===== src/rtl/apb_wait_slave.sv =====
// APB3 completer with a four-word register file, programmable wait states and
// pslverr on misaligned, out-of-range or read-only accesses.
module apb_wait_slave #(
   parameter int WAIT_CYCLES = 0,
   parameter int ADDR_W      = 8
) (
   input  logic              pclk,
   input  logic              preset_n,
   input  logic              psel_i,
   input  logic              penable_i,
   input  logic              pwrite_i,
   input  logic [ADDR_W-1:0] paddr_i,
   input  logic [31:0]       pwdata_i,
   output logic              pready_o,
   output logic [31:0]       prdata_o,
   output logic              pslverr_o
);

   // state  | meaning
   // IDLE   | waiting for a setup phase (psel=1, penable=0)
   // WAIT   | access phase, counting down inserted wait states
   // READY  | pready_o high, transfer completes on the next access edge
   typedef enum logic [1:0] {ST_IDLE, ST_WAIT, ST_READY} state_t;

   localparam logic [3:0] C_WAIT = WAIT_CYCLES[3:0];

   state_t      r_state;
   logic [3:0]  r_cnt;
   logic        r_write;
   logic        r_err;
   logic [1:0]  r_idx;
   logic [31:0] r_wdata;
   logic [31:0] r_reg0;
   logic [31:0] r_reg1;
   logic [31:0] r_reg2;
   logic [31:0] r_wcnt;

   logic        w_setup;
   logic        w_access;
   logic        w_err;
   logic [31:0] w_rdata_in;
   logic [31:0] w_rdata_lat;

   assign w_setup  = psel_i & ~penable_i;
   assign w_access = psel_i & penable_i;

   assign w_err = (paddr_i[1:0] != 2'b00)
                | (paddr_i[ADDR_W-1:4] != '0)
                | (pwrite_i & (paddr_i[3:2] == 2'd3));

   always_comb begin
      w_rdata_in = '0;
      case (paddr_i[3:2])
         2'd0:    w_rdata_in = r_reg0;
         2'd1:    w_rdata_in = r_reg1;
         2'd2:    w_rdata_in = r_reg2;
         default: w_rdata_in = r_wcnt;
      endcase
   end

   always_comb begin
      w_rdata_lat = '0;
      case (r_idx)
         2'd0:    w_rdata_lat = r_reg0;
         2'd1:    w_rdata_lat = r_reg1;
         2'd2:    w_rdata_lat = r_reg2;
         default: w_rdata_lat = r_wcnt;
      endcase
   end

   always_ff @(posedge pclk) begin
      if (!preset_n) begin
         r_state   <= ST_IDLE;
         r_cnt     <= '0;
         r_write   <= 1'b0;
         r_err     <= 1'b0;
         r_idx     <= '0;
         r_wdata   <= '0;
         r_reg0    <= '0;
         r_reg1    <= '0;
         r_reg2    <= '0;
         r_wcnt    <= '0;
         pready_o  <= 1'b0;
         prdata_o  <= '0;
         pslverr_o <= 1'b0;
      end else begin
         case (r_state)
            ST_IDLE: begin
               if (w_setup) begin
                  r_write <= pwrite_i;
                  r_err   <= w_err;
                  r_idx   <= paddr_i[3:2];
                  r_wdata <= pwdata_i;
                  if (C_WAIT == 4'd0) begin
                     // zero-wait: the ready response is built straight from the bus
                     r_state   <= ST_READY;
                     pready_o  <= 1'b1;
                     pslverr_o <= w_err;
                     prdata_o  <= (!pwrite_i && !w_err) ? w_rdata_in : 32'd0;
                  end else begin
                     r_state <= ST_WAIT;
                     r_cnt   <= C_WAIT;
                  end
               end
            end
            ST_WAIT: begin
               if (!psel_i) begin
                  r_state <= ST_IDLE;
                  r_cnt   <= '0;
               end else if (penable_i) begin
                  if (r_cnt == 4'd1) begin
                     r_state   <= ST_READY;
                     pready_o  <= 1'b1;
                     pslverr_o <= r_err;
                     prdata_o  <= (!r_write && !r_err) ? w_rdata_lat : 32'd0;
                  end
                  r_cnt <= r_cnt - 4'd1;
               end
            end
            ST_READY: begin
               if (!psel_i || w_access) begin
                  if (w_access && r_write && !r_err) begin
                     case (r_idx)
                        2'd0:    r_reg0 <= r_wdata;
                        2'd1:    r_reg1 <= r_wdata;
                        2'd2:    r_reg2 <= r_wdata;
                        default: ;
                     endcase
                     r_wcnt <= r_wcnt + 32'd1;
                  end
                  r_state   <= ST_IDLE;
                  r_cnt     <= '0;
                  pready_o  <= 1'b0;
                  pslverr_o <= 1'b0;
                  prdata_o  <= '0;
               end
            end
            default: begin
               r_state   <= ST_IDLE;
               pready_o  <= 1'b0;
               pslverr_o <= 1'b0;
               prdata_o  <= '0;
            end
         endcase
      end
   end

endmodule


===== config.mk =====
export PLATFORM = sky130hd
export DESIGN_NAME = apb_wait_slave
export DESIGN_NICKNAME = d
export VERILOG_FILES = /design/src/rtl/apb_wait_slave.sv
export SDC_FILE = /design/constraint.sdc
export NUM_CORES = 1
export LEC_CHECK = 0
export BUFFER_PORTS_ARGS = -buffer_cell sky130_fd_sc_hd__clkbuf_2
export CORE_UTILIZATION = 63
export CTS_CLUSTER_DIAMETER = 60
export DETAILED_ROUTE_END_ITERATION = 16
export PLACE_DENSITY = 0.93
export SLEW_MARGIN = 30
export SYNTH_ARGS = -nofsm -noshare
export SYNTH_HDL_FRONTEND = slang
export SYNTH_SLANG_ARGS = --single-unit
export TNS_END_PERCENT = 50

===== constraint.sdc =====
create_clock -name pclk -period 3.75 [get_ports pclk]
set_clock_uncertainty 0.15 [all_clocks]
set_input_delay 0 -clock pclk [delete_from_list [all_inputs] [get_ports pclk]]
set_output_delay 0 -clock pclk [all_outputs]
set_load 0.02 [all_outputs]

==> metrics, run 1 <==
fin. max-slew vios=0; Sequential Power Share=51.2%; clock sinks=~200; Crit Path Class=input port to flip-flop; R2R Setup Slk=1170 ps; grt ovf=0; setup violators final=0; ant diodes=0; RSZ-0062 raised after global routing=no; Sw Pwr=roughly 0.93 mW; capturing point of the worst reg2reg path=r_reg1[1]; vias in the first global route=about 6900; final worst path period need=2700 ps; hold worst-path end=r_wcnt[15]; Die Y=~110 um; Starting Density=65.2%; Via density=~6.0; Post-CTS Hold Buffers=39; Synth area leader=dfxtp_1; yosys warns=0; Placer Congestion=approximately 0.81; All-Layer GR Usage=about a third; CP Data Required Time=slightly below 4000 ps; combinational share of power=under 10%; synthesized net count=about 960; setup TNS=0 ps; Yosys cell types=42; final hold violations=0; cts repair resizes=0; Inst Count DP=between 1000 and 1500; Reg2Reg Depth=6; num ports=between 70 and 80; DRC viols=0; Root Buffer=clkbuf_16; post-synthesis instance area=just under 0.008 mm2; Max-Cap Viols=0; first-pass GRT wire length=33200 um; DRT Pass-1 Iters=8; Switching Share=22.1%; PwrDens=between 400 and 500 mW/mm2; run status=completed; Worst Hold Depth=6; wire per inst=17.4 um; Final ANT Viol Nets=0; CP max stage delay=around 600 ps; post-DP HPWL=approximately 12000 um; Initial DRC Count=793; most common cell in the synthesized netlist=nand2_1; Clk pwr share=44.2%; Worst Setup Start Kind=input port; post-synth top area share=around 50%; Final nets=about 1000; Most used DFF post-synth=dfxtp_1; Core ar.=~0.012 mm2; clk buf depth=2; clock latency on the worst-skew pair=~440 ps; type of the tightest min-delay check=input port to flip-flop; synth cell count leaders=270 x nand2_1, 198 x dfxtp_1, 137 x a21oi_1; clk slew on worst S/H paths=70 ps; period utilisation layout=about 70%; Lkg Pwr=~3.4 nW; via count=7088; CTS HTree Levels=4; antenna violations before repair=0; Avg Inst Size Synth=between 8 and 9 um2; Worst Setup End Kind=flip-flop; Fin Hold WS=113 ps; most used cell, CP=dlygate4sd3_1; Worst-Margin Slew=1020 ps; Async S/R FF share, synth=0%; total routed wirelength=roughly 20000 um; FF+latch count, synth=198; Setup crit start=paddr_i[6]; P_int=around 3.3 mW; non-filler cells, final=approximately 1200; Cells after Synth=910; Port Buffer Count=78; maximum vdd drop=a little over 300 uV; P&R area growth vs syn=18.6%; HP Start=psel_i; Post-CTS Setup Inserts=0; number of synthesized flops with an enable pin=0; Die Wd=114 um; RR Startpoint=pready_o; FP Rows=40; CP max-delay cell=dlygate4sd3_1; largest net degree at the start of global routing=79; TritonCTS clock tree=built; CTS Buf Count=17; fmax=371 MHz; CP max FO=2; ranking of synthesized cells by area=dfxtp_1 50%, nand2_1 13%, mux4_2 8.8%; share of cells above drive strength 1=between 10% and 20%; cell breakdown of the critical path=dlygate4sd3_1, clkbuf_2, nor2_1, dlygate4sd3_1, nand3_1, dlygate4sd3_1, o21ai_0, nor2_1, dlygate4sd3_1; Max transition margin=31.8%; CP Data Arrival Time=2870 ps; sequential element share of the synthesized area=between 40% and 50%; total die area=0.0130 mm2
-- per-layer routing --
layer	track usage, %	vias up	part of all wire [%]
met5	0	-	0
met4	16.5	0	3.1
met3	8.31	68	8.9
met2	55.7	397	50
met1	39.0	3359	38
li1	-	3264	-
-- registers in the layout (all words and copies together), names as in the netlist --
name,count
prdata_o,32
pslverr_o,1
r_reg1,32
r_wdata,32
r_reg2,32
r_wcnt,32
r_idx,2
r_err,1
r_reg0,32
pready_o,1
r_write,1
-- power groups by stage --
stage	logic (mW)	registers, mW	clock network [mW]
final	0.195	2.14	1.85
after global routing	0.211	2.15	1.94
after CTS	0.190	2.14	1.86
after detailed placement	0.159	2.19	0
after global placement	0.156	2.19	0
after floorplan	0.102	2.19	0
-- logic make-up after synthesis --
kind of cell,count (synthesis),synth area share [%]
and+or+nand+nor,407,22.1
xor gates and xnor gates,27,2.98
adders and majority gates,1,0.158
AOI/OAI and AO/OA,175,12.1
DFF,198,50.0
muxes,33,9.26
buffers and inverters,69,3.45
-- worst max-delay path: cells and delay by family --
family	cells	cell delay (ps)
compound gates	1	230
buf+inv	5	2350
simple gates	3	280
-- stage by stage --
stage	area [um2]	total power, mW	setup slack [ps]	util, %
global route	9410	4.30	908	77.4
finish	9410	4.19	1050	77.4
floorplan	7930	2.29	1500	-
global placement	8410	2.35	1350	69.2
detailed placement	8410	2.35	1260	69.2
CTS	9400	4.19	1160	77.3
-- layout make-up --
class	instances	area, um2
inverters	4	17.5
clock buffers	19	443
repair buffers	130	891
multi-input cells	643	3730
fillers	761	2750
clock inverters	13	153
well taps	168	210
flip-flops and latches	198	3960
-- cell usage in the layout, fill, tap and decap left out, types with 4 or more instances in the layout --
cell	netlist	routed
xnor2_1	8	7
a21oi_1	137	137
dlygate4sd3_1	0	39
buf_4	0	12
and2_1	5	5
clkinv_2	0	6
dfxtp_1	198	198
xor2_1	19	19
clkbuf_16	0	17
mux4_2	31	31
clkbuf_2	0	78
nand2_1	270	270
o21ai_0	6	6
nand3_1	12	12
a22oi_1	32	32
nand4_1	13	13
or3_1	6	6
nor2_1	70	69
and3_1	4	4
-- worst max-delay path by stage --
stage	end	slack [ps]	cells after the start
after floorplan	r_reg2[1]	1500	8
after global placement	r_reg2[0]	1350	5
after detailed placement	r_reg1[27]	1260	6
after CTS	pslverr_o	1160	9
after global routing	pslverr_o	910	9
final	pslverr_o	1050	9
(Power assumes the default switching activity.)
==> inputs of run 2 (changes only) <==
--- a/config.mk
+++ b/config.mk
@@ -6,10 +6,10 @@
 export NUM_CORES = 1
 export LEC_CHECK = 0
 export BUFFER_PORTS_ARGS = -buffer_cell sky130_fd_sc_hd__clkbuf_2
-export CORE_UTILIZATION = 63
+export CORE_UTILIZATION = 53
 export CTS_CLUSTER_DIAMETER = 60
 export DETAILED_ROUTE_END_ITERATION = 16
-export PLACE_DENSITY = 0.93
+export PLACE_DENSITY = 0.85
 export SLEW_MARGIN = 30
 export SYNTH_ARGS = -nofsm -noshare
 export SYNTH_HDL_FRONTEND = slang
==> constraint.sdc (replaced) <==
create_clock -name pclk -period 2.2 [get_ports pclk]
set_clock_uncertainty 0.15 [all_clocks]
set_input_delay 0 -clock pclk [delete_from_list [all_inputs] [get_ports pclk]]
set_output_delay 0 -clock pclk [all_outputs]
set_load 0.02 [all_outputs]
==> run 2 against run 1 <==
  * Sequential share of layout area shrank 1.7 points
  * Register-to-register slack got worse by 1200 ps
  * Final cell count increased by 4.4%
  * Die area up 19%
  * Final area increased by 4.2%
  * Wire length down 1.9%
  * Count of clock-buffer cells in the layout grew 5
  * Clock power increased by 64%
  * Core utilization decreased by 10 points
==> metrics, run 2 (synthesized netlist as in run 1, its figures left out) <==
R2R Setup Slk=20 ps (-1150 ps); post-DP HPWL=12000 um (+2.2%); setup TNS=0 ps (unchanged); Placer Congestion=0.848 (+4.3%); cell breakdown of the critical path=and4_2, nand4_1, or4b_4, or3_1, a21oi_1; CTS HTree Levels=4 (unchanged); clock sinks=198 (unchanged); PwrDens=718 mW/mm2 (+61%); Worst Setup End Kind=flip-flop; commonest non-fill, non-tap cell in the layout=nand2_1; CTS Buf Count=17 (unchanged); ant diodes=0 (unchanged); Starting Density=54.4% (-11 points); antenna violations before repair=0 (unchanged); Root Buffer=clkbuf_16; via count=6935 (-2.2%); grt ovf=0 (unchanged); Core ar.=0.0146 mm2 (+20%); final design utilization=67.2% (-10 points); run status=completed; share of cells above drive strength 1=18.5% (+1.8 points); Crit Path Class=flip-flop to flip-flop; final hold violations=0 (unchanged); DRT Pass-1 Iters=5 (-3); Worst path depth=5 (-4); Final ANT Viol Nets=0 (unchanged); CP Data Required Time=2410 ps (-1510 ps); vias in the first global route=6801 (-1.8%); final worst path period need=approximately 2200 ps; FP Rows=44 (+10%); first-pass GRT wire length=33100 um (-0.23%); Top delay family on crit path=simple AND/OR/NAND/NOR gates; RSZ-0062 raised after global routing=yes; Worst-Margin Slew=574 ps (-449 ps); P&R area growth vs syn=23.6%; Post-DP Area=0.00866 mm2 (+3.0%); num ports=79 (unchanged); Fillers=1056 (+39%); Max transition margin=61.7% (+30 points); most frequent cells in the layout=270 x nand2_1, 195 x dfxtp_1, 137 x a21oi_1, 78 x clkbuf_2, 69 x nor2_1; Lkg Pwr=3.63 nW (+6.3%); Setup crit start=r_wcnt[18]; CP max stage delay=620 ps (+30 ps); wire per inst=16.4 um (-6.0%); Buf/Inv on CP=0 (-5); Worst Setup Start Kind=flip-flop; type of the tightest min-delay check=input port to flip-flop; Critical Path End=r_wcnt[31]; period utilisation layout=99.2%; largest net degree at the start of global routing=125 (+58%); TritonCTS clock tree=built; Layout Cell Area excl Fill=0.00980 mm2 (+4.2%); clock latency on the worst-skew pair=430 ps (about the same); Initial DRC Count=627 (-21%); capturing point of the worst reg2reg path=r_wcnt[31]; clk slew on worst S/H paths=70 ps (about the same); Max-Cap Viols=0 (unchanged); setup violators final=0 (unchanged); total routed wirelength=20100 um (-1.9%); Reg2Reg Depth=5 (-1); Pwr Total=7.04 mW (+68%); Final nets=1077 (+3.6%); maximum vdd drop=587 uV (+89%); total die area=0.0155 mm2 (+19%); Port Buffer Count=78 (unchanged); clk buf depth=2 (unchanged); CP max-delay cell=or4b_4; RR Startpoint=r_wcnt[18]; fin. max-slew vios=0 (unchanged); Die Wd=124 um (+8.9%); DRC viols=0 (unchanged); fmax=roughly 460 MHz; Via density=5.65 (-6.3%); CP Data Arrival Time=2390 ps (-480 ps); Die Y=124 um (+8.9%); All-Layer GR Usage=26.6% (-6.3 points); CP max FO=7 (+5)
## run 2: how the worst min path moves through the flow
stage / cells after the start / startpoint / to
floorplan: 1 / preset_n / pready_o
finish: 4 / penable_i / pslverr_o
detailed placement: 3 / pwdata_i[15] / r_wdata[15]
global placement: 3 / pwdata_i[1] / r_wdata[1]
CTS: 4 / penable_i / pslverr_o
global route: 4 / penable_i / pslverr_o
## run 2: per-stage QoR
stage | hold slack (ps) | setup slack, ps | std cells
final | 34.7 | 17.8 | 1227
after global routing | 54.8 | -39.4 | 1227
after CTS | 2.75 | 32.8 | 1227
after detailed placement | 81.3 | -40.4 | 1142
after global placement | 75.6 | 104 | 1142
after floorplan | -28.4 | 85.7 | 910
## run 2: area by class of cell
type                       count  area, um2  share of cell area, %
clock buffer                  24        472                   4.81
clock inverter                 7       96.3                  0.983
inverter                       4       17.5                  0.179
multi-input combinational    643       3750                   38.2
sequential                   198       3970                   40.5
tap                          184        230                   2.35
timing repair buffer         167       1270                   13.0
## run 2: worst reg2reg max path: stages (launching register included)
cell and delay (ps):
dfxtp_2 360, and4_2 230, nand4_1 140, or4b_4 620
or3_1 420, a21oi_1 190
## run 2: routing by layer
layer  part of all wire (%)  routed length [um]  vias up  GRT usage [%]
met5                      0                   0        -              0
met2                     49                9860      282           44.5
met3                    7.2                1460       36           4.81
li1                       -                   -     3329              -
met4                    2.0                 407        0           11.3
met1                     42                8350     3288           33.7
## run 2: where the power goes
part	internal, mW	total (mW)	switching [mW]
logic	0.161	0.359	0.198
clock network	1.73	3.03	1.30
registers	3.62	3.65	0.0356
total	5.51	7.04	1.53
## run 2: what timing repair did
item / in CTS / in global routing
pin swaps: 2 / 0
setup endpoints to repair: 1 / 15
resized for setup: 3 / 6
endpoints found under the hold margin: 92 / 0
hold buffers: 52 / 0
buffers inserted: 2 / 0
==> inputs of run 3 (changes only) <==
--- a/config.mk
+++ b/config.mk
@@ -9,6 +9,7 @@
 export CORE_UTILIZATION = 53
 export CTS_CLUSTER_DIAMETER = 60
 export DETAILED_ROUTE_END_ITERATION = 16
+export MAX_ROUTING_LAYER = met4
 export PLACE_DENSITY = 0.85
 export SLEW_MARGIN = 30
 export SYNTH_ARGS = -nofsm -noshare
==> run 3 against run 2 <==
  * Via count is 0.91% higher
  * Die area unchanged
  * Wire length rose by 0.47%
  * Power rose by 0.23%
  * Largest power group unchanged
  * Highest routed layer unchanged
==> metrics, run 3 (synthesized netlist as in run 1, its figures left out) <==
Lkg Pwr=3.63 nW (about the same); CTS HTree Levels=4 (unchanged); final worst path period need=2140 ps (-38.3 ps); fin. max-slew vios=0 (unchanged); run status=completed; TritonCTS clock tree=built; area of the multi-input gates=0.00375 mm2 (+0.13%); ant diodes=0 (unchanged); vias in the first global route=6804 (+0.044%); DP Worst Slack=-40.4 ps (unchanged); CP Data Required Time=2410 ps (about the same); Core ar.=0.0146 mm2 (unchanged); largest net degree at the start of global routing=125 (unchanged); wire per inst=16.4 um (+0.47%); CP Data Arrival Time=2350 ps (-40 ps); Final nets=1077 (unchanged); All-Layer GR Usage=27.5% (+0.91 points); Root Buffer=clkbuf_16; Inst Count DP=1142 (unchanged); Max-Cap Viols=0 (unchanged); Crit Path Class=flip-flop to flip-flop; commonest non-fill, non-tap cell in the layout=nand2_1; R2R Setup Slk=60 ps (+40 ps); Worst Setup Start Kind=flip-flop; Initial DRC Count=660 (+5.3%); Worst Hold Depth=4 (unchanged); most frequent cells in the layout=270 x nand2_1, 195 x dfxtp_1, 137 x a21oi_1, 78 x clkbuf_2, 69 x nor2_1; Reg2Reg Depth=5 (unchanged); Die Wd=124 um (unchanged); clock latency on the worst-skew pair=440 ps (about the same); total die area=0.0155 mm2 (unchanged); antenna violations before repair=0 (unchanged); total routed wirelength=20200 um (+0.47%); Worst Setup End Kind=flip-flop; Worst-Margin Slew=587 ps (+13.0 ps); setup violators final=0 (unchanged); post-DP HPWL=12000 um (unchanged); first-pass GRT wire length=33200 um (+0.29%); clk buf depth=2 (unchanged); Final ANT Viol Nets=0 (unchanged); type of the tightest min-delay check=input port to flip-flop; Die Y=124 um (unchanged); CTS Buf Count=17 (unchanged); DRT Pass-1 Iters=8 (+3); non-filler cells, final=1227 (unchanged); final design utilization=67.2% (about the same); final hold violations=0 (unchanged); Max transition margin=60.8% (-0.87 points); share of cells above drive strength 1=18.6% (+0.096 points); FP Rows=44 (unchanged); num ports=79 (unchanged); Starting Density=54.4% (unchanged); via count=6998 (+0.91%); Fillers=1056 (unchanged); maximum vdd drop=589 uV (+0.34%); RSZ-0062 raised after global routing=yes; DRC viols=0 (unchanged); setup TNS=0 ps (unchanged); clk slew on worst S/H paths=70 ps (about the same); Via density=5.70 (+0.91%); setup slack after layout=56.1 ps (+38.3 ps); grt ovf=0 (unchanged); fmax=466 MHz (+1.8%); clock sinks=198 (unchanged); FF+latch area=0.00397 mm2 (unchanged); P&R area growth vs syn=23.7% (about the same); period utilisation layout=97.5% (-1.7 points); CP max FO=7 (unchanged); Fin Hold WS=32.2 ps (-2.53 ps); Placer Congestion=0.861 (+1.6%); Port Buffer Count=78 (unchanged); PwrDens=719 mW/mm2 (+0.18%)
==> run 3: cell counts in the layout (fill, tap and decap cells not counted) <==
No cell type changed its count.
==> run 3: worst max-delay path, cell delays in order (launching register included) <==
cell and delay, ps:
dfxtp_2 360, and4_2 230, nand4_1 140, or4b_4 620, or3_4 400, a21oi_1 180
==> run 3: metrics by stage <==
step / total power [mW] / area (um2)
5_1_grt: 7.28 / 9810
6_report: 7.06 / 9810
3_5_place_dp: 4.02 / 8660
4_1_cts: 7.07 / 9770
2_1_floorplan: 3.90 / 7930
3_3_place_gp: 4.01 / 8660
==> run 3: final timing paths <==
kind / to / from
worst max register to register: r_wcnt[31] / r_wcnt[18]
worst min register to register: r_reg0[3] / r_reg0[3]
worst max-delay path: r_wcnt[31] / r_wcnt[18]
worst min-delay path: pslverr_o / penable_i
==> run 3: final cells by class <==
class / count / area share (%)
Clock buffer: 24 / 4.81
Clock inverter: 7 / 0.982
Inverter: 4 / 0.179
Multi-Input combinational cell: 643 / 38.2
Sequential cell: 198 / 40.5
Tap cell: 184 / 2.35
Timing Repair Buffer: 167 / 13.0
==> run 3: where the power goes <==
part	total, mW	switching [mW]	internal [mW]
clock network	3.04	1.31	1.73
logic	0.360	0.199	0.161
registers	3.65	0.0357	3.62
==> run 3: what timing repair did <==
action	in CTS	in global routing
endpoints found under the setup margin	1	15
gates cloned	0	0
endpoints found under the hold margin	92	0
setup buffers	2	0
pin swaps	2	0
hold buffers	52	0
resized for setup	3	7
==> run 3: per-layer routing <==
layer / up-vias / track usage, % / share of wire (%) / wire length (um)
li1: 3323 / - / - / -
met1: 3338 / 33.9 / 41 / 8360
met2: 300 / 44.2 / 49 / 9910
met3: 37 / 4.98 / 7.4 / 1490
met4: 0 / 12.0 / 2.0 / 411
met5: - / - / 0 / 0
